[config.mk]
export PLATFORM = sky130hd
export DESIGN_NAME = morra_round_sched_flat
export DESIGN_NICKNAME = d
export VERILOG_FILES = /design/src/rtl/morra_pkg.sv /design/src/rtl/morra_round_sched_if.sv /design/src/rtl/morra_judge.sv /design/src/rtl/morra_round_sched.sv /design/src/flat_wrapper.sv
export SDC_FILE = /design/constraint.sdc
export NUM_CORES = 1
export LEC_CHECK = 0
export ABC_AREA = 1
export BUFFER_PORTS_ARGS = -buffer_cell sky130_fd_sc_hd__buf_2
export CORE_MARGIN = 2
export CORE_UTILIZATION = 55
export CTS_CLUSTER_DIAMETER = 40
export DETAILED_ROUTE_END_ITERATION = 12
export PLACE_DENSITY_LB_ADDON = 0.15
export REMOVE_ABC_BUFFERS = 1
export SETUP_SLACK_MARGIN = 0.2
export SLEW_MARGIN = 20
export SYNTH_ARGS = -nofsm -noshare
export SYNTH_HDL_FRONTEND = slang
export SYNTH_SLANG_ARGS = --single-unit
[constraint.sdc]
create_clock -name clk -period 4.3 [get_ports clk]
set_input_delay 0.86 -clock clk [delete_from_list [all_inputs] [get_ports clk]]
set_output_delay 0.86 -clock clk [all_outputs]
set_load 0.05 [all_outputs]
[src/rtl/morra_pkg.sv]
// Shared encodings for the morra round scheduler: moves, results, FSM states
// and the move-dominance rule.
package morra_pkg;

  localparam int MIN_ROUNDS = 4;

  typedef enum logic [1:0] {
    MV_NONE    = 2'b00,
    MV_SASSO   = 2'b01,
    MV_CARTA   = 2'b10,
    MV_FORBICE = 2'b11
  } move_e;

  typedef enum logic [1:0] {
    RES_NONE = 2'b00,
    RES_P1   = 2'b01,
    RES_P2   = 2'b10,
    RES_DRAW = 2'b11
  } res_e;

  typedef enum logic [2:0] {
    S_IDLE,
    S_COLLECT,
    S_RESOLVE,
    S_EMIT,
    S_DONE
  } state_e;

  typedef struct packed {
    logic  full;
    move_e mv;
  } slot_t;

  // True when move a defeats move b (both assumed non-NONE).
  function automatic logic beats(move_e a, move_e b);
    return (a == MV_SASSO   && b == MV_FORBICE) ||
           (a == MV_FORBICE && b == MV_CARTA)   ||
           (a == MV_CARTA   && b == MV_SASSO);
  endfunction

endpackage

[src/rtl/morra_round_sched_if.sv]
// Player offers, result handshake and match status between the scheduler
// (slave) and the game logic driving it (master).
interface morra_round_sched_if;
  logic       start;
  logic [3:0] cfg_extra;
  logic       p1_valid;
  logic [1:0] p1_move;
  logic       p1_ready;
  logic       p2_valid;
  logic [1:0] p2_move;
  logic       p2_ready;
  logic       res_valid;
  logic [1:0] res_winner;
  logic       res_ready;
  logic [4:0] round_idx;
  logic       busy;
  logic       match_done;

  modport master (
    output start, cfg_extra, p1_valid, p1_move, p2_valid, p2_move, res_ready,
    input  p1_ready, p2_ready, res_valid, res_winner, round_idx, busy, match_done
  );

  modport slave (
    input  start, cfg_extra, p1_valid, p1_move, p2_valid, p2_move, res_ready,
    output p1_ready, p2_ready, res_valid, res_winner, round_idx, busy, match_done
  );
endinterface

[src/rtl/morra_judge.sv]
// Combinational move-pair judge: void on any missing move, draw on equal moves,
// otherwise the dominating move wins.
module morra_judge
  import morra_pkg::*;
(
  input  move_e mv1,
  input  move_e mv2,
  output res_e  winner
);

  always_comb begin
    winner = RES_NONE;
    if (mv1 == MV_NONE || mv2 == MV_NONE) winner = RES_NONE;
    else if (mv1 == mv2)                  winner = RES_DRAW;
    else if (beats(mv1, mv2))             winner = RES_P1;
    else                                  winner = RES_P2;
  end

endmodule

[src/rtl/morra_round_sched.sv]
// Morra match scheduler: collects one move per player per round, judges it
// (with forfeit timeout and repeated-winning-move blocking) and hands results out.
module morra_round_sched
  import morra_pkg::*;
#(
  parameter int TIMEOUT_CYCLES = 16
) (
  input  logic                  clk,
  input  logic                  reset_n,
  morra_round_sched_if.slave    bus
);

  localparam int TW = $clog2(TIMEOUT_CYCLES + 1);
  localparam logic [TW-1:0] TMAX = TW'(TIMEOUT_CYCLES - 1);

  state_e        state, state_d;
  logic [4:0]    max_rounds, round_idx, idx_inc;
  slot_t         s1, s2;
  move_e         blk1, blk2;
  logic [TW-1:0] timer;
  res_e          win_q, judged, outcome;
  logic          both_full, one_full, forfeit, void_blk;
  logic          take1, take2, p1_rdy, p2_rdy;

  assign both_full = s1.full & s2.full;
  assign one_full  = s1.full ^ s2.full;
  assign forfeit   = !both_full;
  assign idx_inc   = round_idx + {4'd0, win_q != RES_NONE};
  assign take1     = p1_rdy & bus.p1_valid;
  assign take2     = p2_rdy & bus.p2_valid;

  morra_judge u_judge (
    .mv1    (s1.mv),
    .mv2    (s2.mv),
    .winner (judged)
  );

  // Replaying the move that won the last decisive round voids the round.
  assign void_blk = (blk1 != MV_NONE && s1.mv == blk1) ||
                    (blk2 != MV_NONE && s2.mv == blk2);

  always_comb begin
    outcome = RES_NONE;
    if (forfeit)       outcome = s1.full ? RES_P1 : (s2.full ? RES_P2 : RES_NONE);
    else if (void_blk) outcome = RES_NONE;
    else               outcome = judged;
  end

  always_ff @(posedge clk or negedge reset_n) begin
    if (!reset_n) state <= S_IDLE;
    else          state <= state_d;
  end

  always_comb begin
    state_d = state;
    p1_rdy  = 1'b0;
    p2_rdy  = 1'b0;
    case (state)
      S_IDLE:    if (bus.start) state_d = S_COLLECT;
      S_COLLECT: begin
        p1_rdy = !s1.full;
        p2_rdy = !s2.full;
        if (both_full || (one_full && timer == TMAX)) state_d = S_RESOLVE;
      end
      S_RESOLVE: state_d = S_EMIT;
      S_EMIT:    if (bus.res_ready) state_d = (idx_inc == max_rounds) ? S_DONE : S_COLLECT;
      S_DONE:    state_d = S_IDLE;
      default:   state_d = S_IDLE;
    endcase
  end

  always_ff @(posedge clk or negedge reset_n) begin
    if (!reset_n) begin
      max_rounds <= '0;
      round_idx  <= '0;
      s1         <= '0;
      s2         <= '0;
      blk1       <= MV_NONE;
      blk2       <= MV_NONE;
      timer      <= '0;
      win_q      <= RES_NONE;
    end else begin
      case (state)
        S_IDLE: if (bus.start) begin
          max_rounds <= 5'(MIN_ROUNDS) + {1'b0, bus.cfg_extra};
          round_idx  <= '0;
          s1         <= '0;
          s2         <= '0;
          blk1       <= MV_NONE;
          blk2       <= MV_NONE;
          timer      <= '0;
          win_q      <= RES_NONE;
        end
        S_COLLECT: begin
          if (take1) s1 <= '{full: 1'b1, mv: move_e'(bus.p1_move)};
          if (take2) s2 <= '{full: 1'b1, mv: move_e'(bus.p2_move)};
          timer <= one_full ? timer + 1'b1 : '0;
        end
        S_RESOLVE: begin
          win_q <= outcome;
          if (forfeit) begin
            blk1 <= MV_NONE;
            blk2 <= MV_NONE;
          end else if (outcome == RES_P1) begin
            blk1 <= s1.mv;
            blk2 <= MV_NONE;
          end else if (outcome == RES_P2) begin
            blk1 <= MV_NONE;
            blk2 <= s2.mv;
          end
        end
        S_EMIT: if (bus.res_ready) begin
          round_idx <= idx_inc;
          s1        <= '0;
          s2        <= '0;
          timer     <= '0;
        end
        default: ;
      endcase
    end
  end

  assign bus.p1_ready   = p1_rdy;
  assign bus.p2_ready   = p2_rdy;
  assign bus.res_valid  = (state == S_EMIT);
  assign bus.res_winner = (state == S_EMIT) ? win_q : RES_NONE;
  assign bus.round_idx  = round_idx;
  assign bus.busy       = (state != S_IDLE);
  assign bus.match_done = (state == S_DONE);

endmodule
[src/flat_wrapper.sv]
// flat-port wrapper written by rule: the top's interface ports become plain ports
module morra_round_sched_flat import morra_pkg::*;
#(
  parameter int TIMEOUT_CYCLES = 16
)
  (clk, reset_n, bus_start, bus_cfg_extra, bus_p1_valid, bus_p1_move, bus_p2_valid, bus_p2_move, bus_res_ready, bus_p1_ready, bus_p2_ready, bus_res_valid, bus_res_winner, bus_round_idx, bus_busy, bus_match_done);
  morra_round_sched_if bus_i ();
  input  logic clk;
  input  logic reset_n;
  input wire logic [$bits(bus_i.start)-1:0] bus_start;
  input wire logic [$bits(bus_i.cfg_extra)-1:0] bus_cfg_extra;
  input wire logic [$bits(bus_i.p1_valid)-1:0] bus_p1_valid;
  input wire logic [$bits(bus_i.p1_move)-1:0] bus_p1_move;
  input wire logic [$bits(bus_i.p2_valid)-1:0] bus_p2_valid;
  input wire logic [$bits(bus_i.p2_move)-1:0] bus_p2_move;
  input wire logic [$bits(bus_i.res_ready)-1:0] bus_res_ready;
  output wire logic [$bits(bus_i.p1_ready)-1:0] bus_p1_ready;
  output wire logic [$bits(bus_i.p2_ready)-1:0] bus_p2_ready;
  output wire logic [$bits(bus_i.res_valid)-1:0] bus_res_valid;
  output wire logic [$bits(bus_i.res_winner)-1:0] bus_res_winner;
  output wire logic [$bits(bus_i.round_idx)-1:0] bus_round_idx;
  output wire logic [$bits(bus_i.busy)-1:0] bus_busy;
  output wire logic [$bits(bus_i.match_done)-1:0] bus_match_done;
  assign bus_i.start = bus_start;
  assign bus_i.cfg_extra = bus_cfg_extra;
  assign bus_i.p1_valid = bus_p1_valid;
  assign bus_i.p1_move = bus_p1_move;
  assign bus_i.p2_valid = bus_p2_valid;
  assign bus_i.p2_move = bus_p2_move;
  assign bus_i.res_ready = bus_res_ready;
  assign bus_p1_ready = bus_i.p1_ready;
  assign bus_p2_ready = bus_i.p2_ready;
  assign bus_res_valid = bus_i.res_valid;
  assign bus_res_winner = bus_i.res_winner;
  assign bus_round_idx = bus_i.round_idx;
  assign bus_busy = bus_i.busy;
  assign bus_match_done = bus_i.match_done;
  morra_round_sched #(.TIMEOUT_CYCLES(TIMEOUT_CYCLES)) u_core (.clk(clk), .reset_n(reset_n), .bus(bus_i));
endmodule
==> results.sh, run 1 <==
export IMPL_r2r_start="u_core.win_q[1]"
export IMPL_ys_seq_elements=30
export IMPL_ant_nets=0
export IMPL_critical_path_required_ns=3.44
export IMPL_finish_instance_area_mm2=0.002004
export IMPL_cts_tree="done"
export IMPL_route_met2_wl_um=1563
export IMPL_drive_above_1_share_pct=25.20
export IMPL_cp_max_fo=6
export IMPL_cts_repair_resized=0
export IMPL_status="complete, no violations"
export IMPL_drc_errors=0
export IMPL_grt_ovfl_total=0
export IMPL_cts_max_level=2
export IMPL_clockBufferDepth=2
export IMPL_crit_path_end_kind="output port"
export IMPL_yosysUniqueCellTypes=27
export IMPL_grt_pass1_wl_um=5651
export IMPL_relSlewSlack_pct=57.83
export IMPL_core_area_mm2=0.003028
export IMPL_setup_violations=0
export IMPL_die_h_um=60.28
export IMPL_crit_type="reg2out"
export IMPL_synth_yosys_seq_area_share_pct=43.10
export IMPL_rr_worst_depth=10
export IMPL_die_area_mm2=0.003633
export IMPL_synth_cells=221
export IMPL_cp_start_kind="flop"
export IMPL_period_share_pct=65.68
export IMPL_cts_buffers_inserted=5
export IMPL_vdd_ir_drop_max_v=0.0006581
export IMPL_met3_length_um=166
export IMPL_regArea_um2=750.7
export IMPL_via_count=1502
export IMPL_dr_pass1_iters=4
export IMPL_p_per_area_mw_per_mm2=644.1
export IMPL_track_usage_pct=21.13
export IMPL_rsz0062_at_grt="no"
export IMPL_grt_pass1_vias=1254
export IMPL_slew_violations=0
export IMPL_timing_final_crit_period_ns=2.824
export IMPL_holdCritPathClass="reg2reg"
export IMPL_top_layer="met4"
export IMPL_area_growth_pct=15.09
export IMPL_crit_start="u_core.state[2]"
export IMPL_drtIter0Drc=75
export IMPL_antenna_found_initial=0
export IMPL_multiInputGateArea_um2=864.6
export IMPL_hold_buffers=0
export IMPL_cts_sinks=30
export IMPL_rows=20
export IMPL_cts_clk_slew_worst_paths_ns=0.11
export IMPL_place_hpwl_um=2634
export IMPL_cts_root_buf="clkbuf_4"
export IMPL_setup_tns_ns=0
export IMPL_ios=26
export IMPL_fin_nets=274
export IMPL_wl_per_cell_um=11.37
export IMPL_utilization_pct=66.20
export IMPL_crit_end="bus_p1_ready"
export IMPL_yosysWarnings=0
export IMPL_max_cap_viol_count=0
export IMPL_diodes=0
export IMPL_worst_clock_skew_ns=0.01181
export IMPL_grt_max_degree=31
export IMPL_tightest_slew_ns=0.6326
export IMPL_clock_latency_ns=0.32
export IMPL_wl_um=3389
export IMPL_post_dp_cell_area_mm2=0.001922
export IMPL_gp_congestion=0.8249
export IMPL_worstReg2RegEnd="u_core.state[0]"
export IMPL_worstPathArrival_ns=1.96
export IMPL_power_w=0.001291
export IMPL_r2r_slack_ns=2.39
export IMPL_hold_viol=0
export IMPL_fillers=267
export IMPL_wl_met1_um=1644
export IMPL_syn_avg_cell_area_um2=7.881
export IMPL_io_buffers=25
export IMPL_p_leak_nw=0.9862
export IMPL_die_w_um=60.28
export IMPL_post_cts_setup_buffers=0
export IMPL_start_util_pct=57.52
export IMPL_syn_area_mm2=0.001742
export IMPL_vias_per_cell=5.040
export IMPL_fmax_ghz=0.3541
[cell type report]
type | count | area share [%]
Inverter | 33 | 6.305
Multi-Input combinational cell | 158 | 43.13
Sequential cell | 30 | 37.45
Timing Repair Buffer | 25 | 6.242
Clock buffer | 5 | 1.873
Clock inverter | 3 | 2.247
Tap cell | 44 | 2.747
[power breakdown]
part	switching, W	internal (W)
Combinational	0.000452	0.000205
Sequential	0.0000574	0.000354
Clock	0.000100	0.000122
Total	0.000610	0.000681
[synthesized netlist by cell type]
library cell	number	area [um2]
xor2_1	4	35.03
nor2_1	25	93.84
ha_1	7	87.58
a21oi_2	1	8.760
nand2_2	2	12.51
xnor2_1	2	17.52
inv_2	9	33.78
inv_4	1	6.260
nor2_2	9	56.30
o21ai_0	5	25.02
nand2_1	50	187.7
or2_2	2	12.51
nand4_1	3	18.77
a21oi_1	7	35.03
o211ai_1	1	7.510
nand3_2	3	30.03
mux2_2	3	33.78
nor3_1	2	10.01
o21bai_1	2	15.01
dfrtp_1	30	750.7
o22ai_1	8	50.05
o21ai_1	7	35.03
nor3_4	1	16.27
a32o_1	1	10.01
inv_1	23	86.33
nand3_1	12	60.06
a31oi_1	1	6.260
[cell usage in the layout (no fill, tap or decap), drive strengths merged]
cell       n
nor3       3
ha         7
or2        2
mux2       3
buf       25
xor2       4
o211ai     1
a31oi      1
xnor2      2
o22ai      8
nand4      3
clkbuf     5
nand2     52
inv       33
o21ai     12
nor2      34
clkinvlp   2
a32o       1
a21oi      8
nand3     15
bufinv     1
dfrtp     30
o21bai     2
[worst min-delay path by stage]
| stage | start | to | slack [ns] | cells past startpoint |
|---|---|---|---|---|
| 2_1_floorplan | u_core.blk1[0] | u_core.blk1[0] | 0.46 | 2 |
| 3_3_place_gp | u_core.max_rounds[2] | u_core.max_rounds[2] | 0.49 | 2 |
| 3_5_place_dp | u_core.blk1[0] | u_core.blk1[0] | 0.50 | 2 |
| 4_1_cts | u_core.blk1[0] | u_core.blk1[0] | 0.52 | 2 |
| 5_1_grt | u_core.blk1[0] | u_core.blk1[0] | 0.55 | 2 |
| 6_report | u_core.blk1[0] | u_core.blk1[0] | 0.53 | 2 |
[worst max-delay path, stage by stage, from the launching register on]
cell,delay [ns]
dfrtp_1,0.46
nor2_2,0.14
inv_2,0.05
nor2_1,0.30
inv_1,0.14
nor2_1,0.23
buf_2,0.31
[per-stage QoR]
step	setup WS, ns	std cells	hold slack, ns
floorplan	1.631	221	0.4641
global placement	1.902	290	0.4942
detailed placement	1.856	290	0.5010
CTS	1.476	298	0.5238
global route	1.260	298	0.5454
finish	1.476	298	0.5283
[state kept, by name, summed over array words and instances (netlist names)]
register              flops
u_core.blk1               2
u_core.blk2               2
u_core.bus.round_idx      5
u_core.max_rounds         5
u_core.s1                 3
u_core.s2                 3
u_core.state              3
u_core.timer              5
u_core.win_q              2
[metal layers]
metal / track usage, % / vias up
met5: 0 / -
met4: 4.762 / 0
met3: 6.061 / 2
met2: 32.76 / 37
met1: 29.34 / 681
li1: - / 782
[cells by family (layout without fill, tap and decap cells)]
logic type	count (synthesis)	in the layout	share of synthesized area, %
muxes	3	3	1.940
adders and majority gates	7	7	5.029
xor gates and xnor gates	6	6	3.017
AOI/OAI and AO/OA	33	33	11.06
and+or+nand+nor	109	109	28.59
buffers and inverters	33	66	7.256
DFF	30	30	43.10
(Power assumes the default switching activity.)
==> run 2, diff against run 1 <==
- CORE_UTILIZATION: 55 -> 51
- clock period: 4.3 -> 2.36 ns (I/O delays scaled with it)
==> run 2 against run 1 <==
Clock skew is 0.0020 ns lower. Hold slack worse by 0.38 ns. Via count is 2.1% higher. Combinational power is 98% higher. Sequential power is 83% higher. Non-clock buffer count is 4 higher. Routed wire length is 3.9% higher. Final cell count is 2.0% higher. Global-route usage is 2.1 points lower. First-iteration DRC count is 39% higher. Highest routed layer unchanged.
==> results.sh, run 2 (synthesized netlist as in run 1, its figures left out) <==
export IMPL_track_usage_pct=19.03
export IMPL_cts_max_level=2
export IMPL_rr_worst_depth=10
export IMPL_grt_max_degree=31
export IMPL_place_hpwl_um=2645
export IMPL_r2r_slack_ns=0.46
export IMPL_place_inst=294
export IMPL_grt_pass1_wl_um=5892
export IMPL_crit_type="reg2out"
export IMPL_slew_violations=0
export IMPL_ios=26
export IMPL_die_area_mm2=0.003899
export IMPL_drtIter0Drc=104
export IMPL_cp_start_kind="flop"
export IMPL_gp_congestion=0.8110
export IMPL_ant_nets=0
export IMPL_wl_per_cell_um=11.59
export IMPL_cts_clk_slew_worst_paths_ns=0.09
export IMPL_final_cells=304
export IMPL_core_area_mm2=0.003311
export IMPL_diodes=0
export IMPL_dp_slack_ns=0.4475
export IMPL_hold_viol=0
export IMPL_fmax_ghz=0.4895
export IMPL_setup_tns_ns=0
export IMPL_antenna_found_initial=0
export IMPL_cts_buffers_inserted=5
export IMPL_drc_errors=0
export IMPL_area_growth_pct=17.74
export IMPL_rsz0062_at_grt="yes"
export IMPL_critical_path_required_ns=1.89
export IMPL_period_share_pct=86.56
export IMPL_relSlewSlack_pct=56.43
export IMPL_cts_root_buf="clkbuf_4"
export IMPL_grt_pass1_vias=1352
export IMPL_final_cell_mix="50 x nand2_1, 30 x dfrtp_1, 23 x inv_1, 23 x nor2_1, 23 x buf_2"
export IMPL_fin_nets=278
export IMPL_worst_clock_skew_ns=0.009762
export IMPL_clock_latency_ns=0.34
export IMPL_holdCritPathClass="in2async"
export IMPL_cp_max_fo=4
export IMPL_cts_sinks=30
export IMPL_final_common_cell="nand2_1"
export IMPL_start_util_pct=52.61
export IMPL_io_buffers=25
export IMPL_r2r_start="u_core.win_q[1]"
export IMPL_worstPathArrival_ns=1.57
export IMPL_wl_um=3522
export IMPL_drive_above_1_share_pct=27.13
export IMPL_postLayoutSetupSlackWorst_ns=0.3172
export IMPL_p_per_area_mw_per_mm2=1186
export IMPL_max_cap_viol_count=0
export IMPL_cts_tree="done"
export IMPL_via_count=1534
export IMPL_setup_violations=0
export IMPL_die_h_um=62.44
export IMPL_tightest_slew_ns=0.6536
export IMPL_vdd_ir_drop_max_v=0.0007207
export IMPL_crit_path_end_kind="output port"
export IMPL_timing_final_crit_period_ns=2.043
export IMPL_vias_per_cell=5.046
export IMPL_clockBufferDepth=2
export IMPL_die_w_um=62.44
export IMPL_dr_pass1_iters=4
export IMPL_utilization_pct=61.94
export IMPL_status="complete, no violations"
export IMPL_p_leak_nw=1.017
export IMPL_reg_top3="u_core.bus.round_idx: 5 flops, u_core.max_rounds: 5 flops, u_core.timer: 5 flops"
export IMPL_worstReg2RegEnd="u_core.state[0]"
export IMPL_rows=21
export IMPL_grt_ovfl_total=0
-- run 2: worst max-delay path by stage --
stage | from | endpoint | slack, ns | depth (start not counted)
floorplan | u_core.state[0] | bus_res_winner[0] | 0.08 | 4
global placement | u_core.state[2] | bus_p1_ready | 0.52 | 6
detailed placement | u_core.win_q[1] | u_core.state[0] | 0.45 | 10
CTS | u_core.state[2] | bus_p1_ready | 0.20 | 6
global route | u_core.state[2] | bus_p1_ready | 0.18 | 6
finish | u_core.state[2] | bus_p1_ready | 0.32 | 6
-- run 2: through the flow --
stage          power (W)  hold WS, ns  cell area [um2]
2_1_floorplan   0.001701       0.1764             1742
3_3_place_gp    0.001975       0.4874             1939
4_1_cts         0.002391       0.1714             2023
3_5_place_dp    0.001987       0.4986             1939
5_1_grt         0.002625       0.2035             2051
6_report        0.002433       0.1514             2051
-- run 2: routing by layer --
layer | wire length [um] | up-vias | share of wire [%] | GRT usage, %
li1 | - | 792 | - | -
met1 | 1783 | 709 | 51 | 27.09
met2 | 1502 | 28 | 43 | 27.69
met3 | 183 | 5 | 5.2 | 5.405
met4 | 53 | 0 | 1.5 | 6.944
met5 | 0 | - | 0 | 0
-- run 2: worst max-delay path, stage by stage, from the launching register on --
cell and delay (ns):
dfrtp_1 0.44, nor2_2 0.13, inv_2 0.05, nor2_1 0.14, inv_1 0.12, nor2_2 0.17
buf_6 0.18
-- run 2: area by class of cell --
class	count	area, um2
clock buffer	8	78.83
fill	300	1260
inverter	33	126.4
multi-input combinational	158	869.6
sequential	30	750.7
tap	46	57.56
timing repair buffer	29	167.7
-- run 2: timing repair --
item / CTS / global route
hold buffers: 0 / 0
setup buffers: 0 / 2
setup endpoints to repair: 2 / 4
pin swaps: 0 / 1
resized for setup: 2 / 4
-- run 2: report_power, final --
group	total [W]	switching [W]	internal [W]
clock network	0.000383	0.000180	0.000203
logic	0.00130	0.000852	0.000443
registers	0.000754	0.000109	0.000645
==> run 3, diff against run 2 <==
- ABC_CLOCK_PERIOD_IN_PS: not set -> 2360
- CAP_MARGIN: not set -> 20
- GPL_TIMING_DRIVEN: not set -> 0
==> run 3 against run 2 <==
Core utilization is 0.49 points lower. Routed wire length is 4.7% lower. Largest cell class unchanged. Sequential share of layout area is 0.29 points higher. Worst setup slack better by 0.026 ns. Cell area is 0.79% lower. Largest power group unchanged. Maximum frequency is 1.3% higher. Highest routed layer unchanged. Power is 2.9% lower.
==> results.sh, run 3 (synthesized netlist as in run 1, its figures left out) <==
export IMPL_tightest_slew_ns=0.6512
export IMPL_r2r_start="u_core.win_q[1]"
export IMPL_timing_final_crit_period_ns=2.016
export IMPL_fillers=306
export IMPL_setup_violations=0
export IMPL_track_usage_pct=19.36
export IMPL_grt_pass1_vias=1372
export IMPL_vdd_ir_drop_max_v=0.0007300
export IMPL_cts_tree="done"
export IMPL_reg_top3="u_core.bus.round_idx: 5 flops, u_core.max_rounds: 5 flops, u_core.timer: 5 flops"
export IMPL_hold_viol=0
export IMPL_area_growth_pct=16.81
export IMPL_clock_latency_ns=0.33
export IMPL_wl_um=3357
export IMPL_dr_pass1_iters=4
export IMPL_place_inst=292
export IMPL_gp_congestion=0.8168
export IMPL_core_area_mm2=0.003311
export IMPL_drive_above_1_share_pct=26.95
export IMPL_rsz0062_at_grt="no"
export IMPL_cts_clk_slew_worst_paths_ns=0.09
export IMPL_slowest_stage="dfrtp_1"
export IMPL_holdCritPathClass="in2async"
export IMPL_antenna_found_initial=0
export IMPL_cts_sinks=30
export IMPL_worstReg2RegEnd="u_core.state[0]"
export IMPL_die_area_mm2=0.003899
export IMPL_vias_per_cell=4.970
export IMPL_diodes=0
export IMPL_cpPeakStageDelay_ns=0.44
export IMPL_cts_buffers_inserted=5
export IMPL_fmax_ghz=0.4959
export IMPL_final_cells=302
export IMPL_crit_family="flip-flops"
export IMPL_status="complete, no violations"
export IMPL_crit_path_end_kind="output port"
export IMPL_power_w=0.002364
export IMPL_ios=26
export IMPL_ant_nets=0
export IMPL_final_common_cell="nand2_1"
export IMPL_relSlewSlack_pct=56.59
export IMPL_max_cap_viol_count=0
export IMPL_fin_nets=276
export IMPL_die_h_um=62.44
export IMPL_p_leak_nw=0.9998
export IMPL_drc_errors=0
export IMPL_grt_ovfl_total=0
export IMPL_slew_violations=0
export IMPL_clockBufferDepth=2
export IMPL_io_buffers=25
export IMPL_cp_start_kind="flop"
export IMPL_worstPathArrival_ns=1.54
export IMPL_cp_max_fo=6
export IMPL_start_util_pct=52.61
export IMPL_rr_worst_depth=10
export IMPL_period_share_pct=85.44
export IMPL_cts_max_level=2
export IMPL_worst_clock_skew_ns=0.004027
export IMPL_setup_tns_ns=0
export IMPL_grt_pass1_wl_um=6030
export IMPL_hold_buffers=0
export IMPL_r2r_slack_ns=0.47
export IMPL_cp_cell_sequence="nor2_2, inv_2, nor2_4, inv_2, nor2_4, buf_6"
export IMPL_place_hpwl_um=2565
export IMPL_grt_max_degree=31
export IMPL_critical_path_required_ns=1.89
export IMPL_wl_per_cell_um=11.12
export IMPL_die_w_um=62.44
export IMPL_cts_root_buf="clkbuf_4"
export IMPL_crit_type="reg2out"
export IMPL_final_cell_mix="50 x nand2_1, 30 x dfrtp_1, 23 x buf_2"
export IMPL_rows=21
export IMPL_cp_buffers_inverters=3
export IMPL_drtIter0Drc=73
export IMPL_via_count=1501
export IMPL_p_per_area_mw_per_mm2=1162
## run 3: changes by cell type in the layout (fill, tap and decap cells not counted), sizes merged
cell    previous run  this run
buf               29        27
clkinv             0         1
clkbuf             8         7
## run 3: power breakdown
part | total [W] | leakage, nW | internal (W) | switching [W]
logic | 0.00129 | 0.569 | 0.000437 | 0.000849
registers | 0.000758 | 0.396 | 0.000645 | 0.000113
clock network | 0.000320 | 0.0353 | 0.000144 | 0.000176
total | 0.00236 | 1.00 | 0.00123 | 0.00114
## run 3: worst max path at each step
stage | slack (ns) | cells after the start | end | from
after floorplan | 0.08 | 4 | bus_res_winner[0] | u_core.state[0]
after global placement | 0.27 | 6 | bus_p1_ready | u_core.state[2]
after detailed placement | 0.30 | 6 | bus_p1_ready | u_core.state[2]
after CTS | 0.21 | 6 | bus_p1_ready | u_core.state[2]
after global routing | 0.21 | 10 | u_core.state[0] | u_core.win_q[1]
final | 0.34 | 6 | bus_p2_ready | u_core.state[2]
## run 3: metal layers
metal | routed length, um | vias up | global-route usage [%]
met5 | 0 | - | 0
met4 | 44 | 0 | 5.833
met3 | 153 | 5 | 5.045
met2 | 1430 | 27 | 29.17
met1 | 1729 | 678 | 27.51
li1 | - | 791 | -
## run 3: layout make-up
type / instances / area [um2] / area share (%)
clock buffers: 7 / 55.05 / 2.706
clock inverters: 1 / 5.005 / 0.2460
inverters: 33 / 126.4 / 6.212
multi-input cells: 158 / 887.1 / 43.60
flip-flops and latches: 30 / 750.7 / 36.90
well taps: 46 / 57.56 / 2.829
repair buffers: 27 / 152.6 / 7.503
## run 3: through the flow
step | setup WS, ns | utilization (%) | instance area (um2) | hold slack, ns
6_report | 0.3435 | 61.45 | 2034 | 0.1585
5_1_grt | 0.2071 | 61.45 | 2034 | 0.2076
4_1_cts | 0.2093 | 60.54 | 2004 | 0.1736
3_5_place_dp | 0.2986 | 58.13 | 1924 | 0.5005
3_3_place_gp | 0.2724 | 58.13 | 1924 | 0.4914
2_1_floorplan | 0.07907 | - | 1742 | 0.1764
## run 3: what timing repair did
| action | in CTS | in global routing |
|---|---|---|
| setup buffers | 0 | 2 |
| endpoints found under the setup margin | 2 | 4 |
| pin swaps | 0 | 1 |
| gates resized for setup | 6 | 5 |
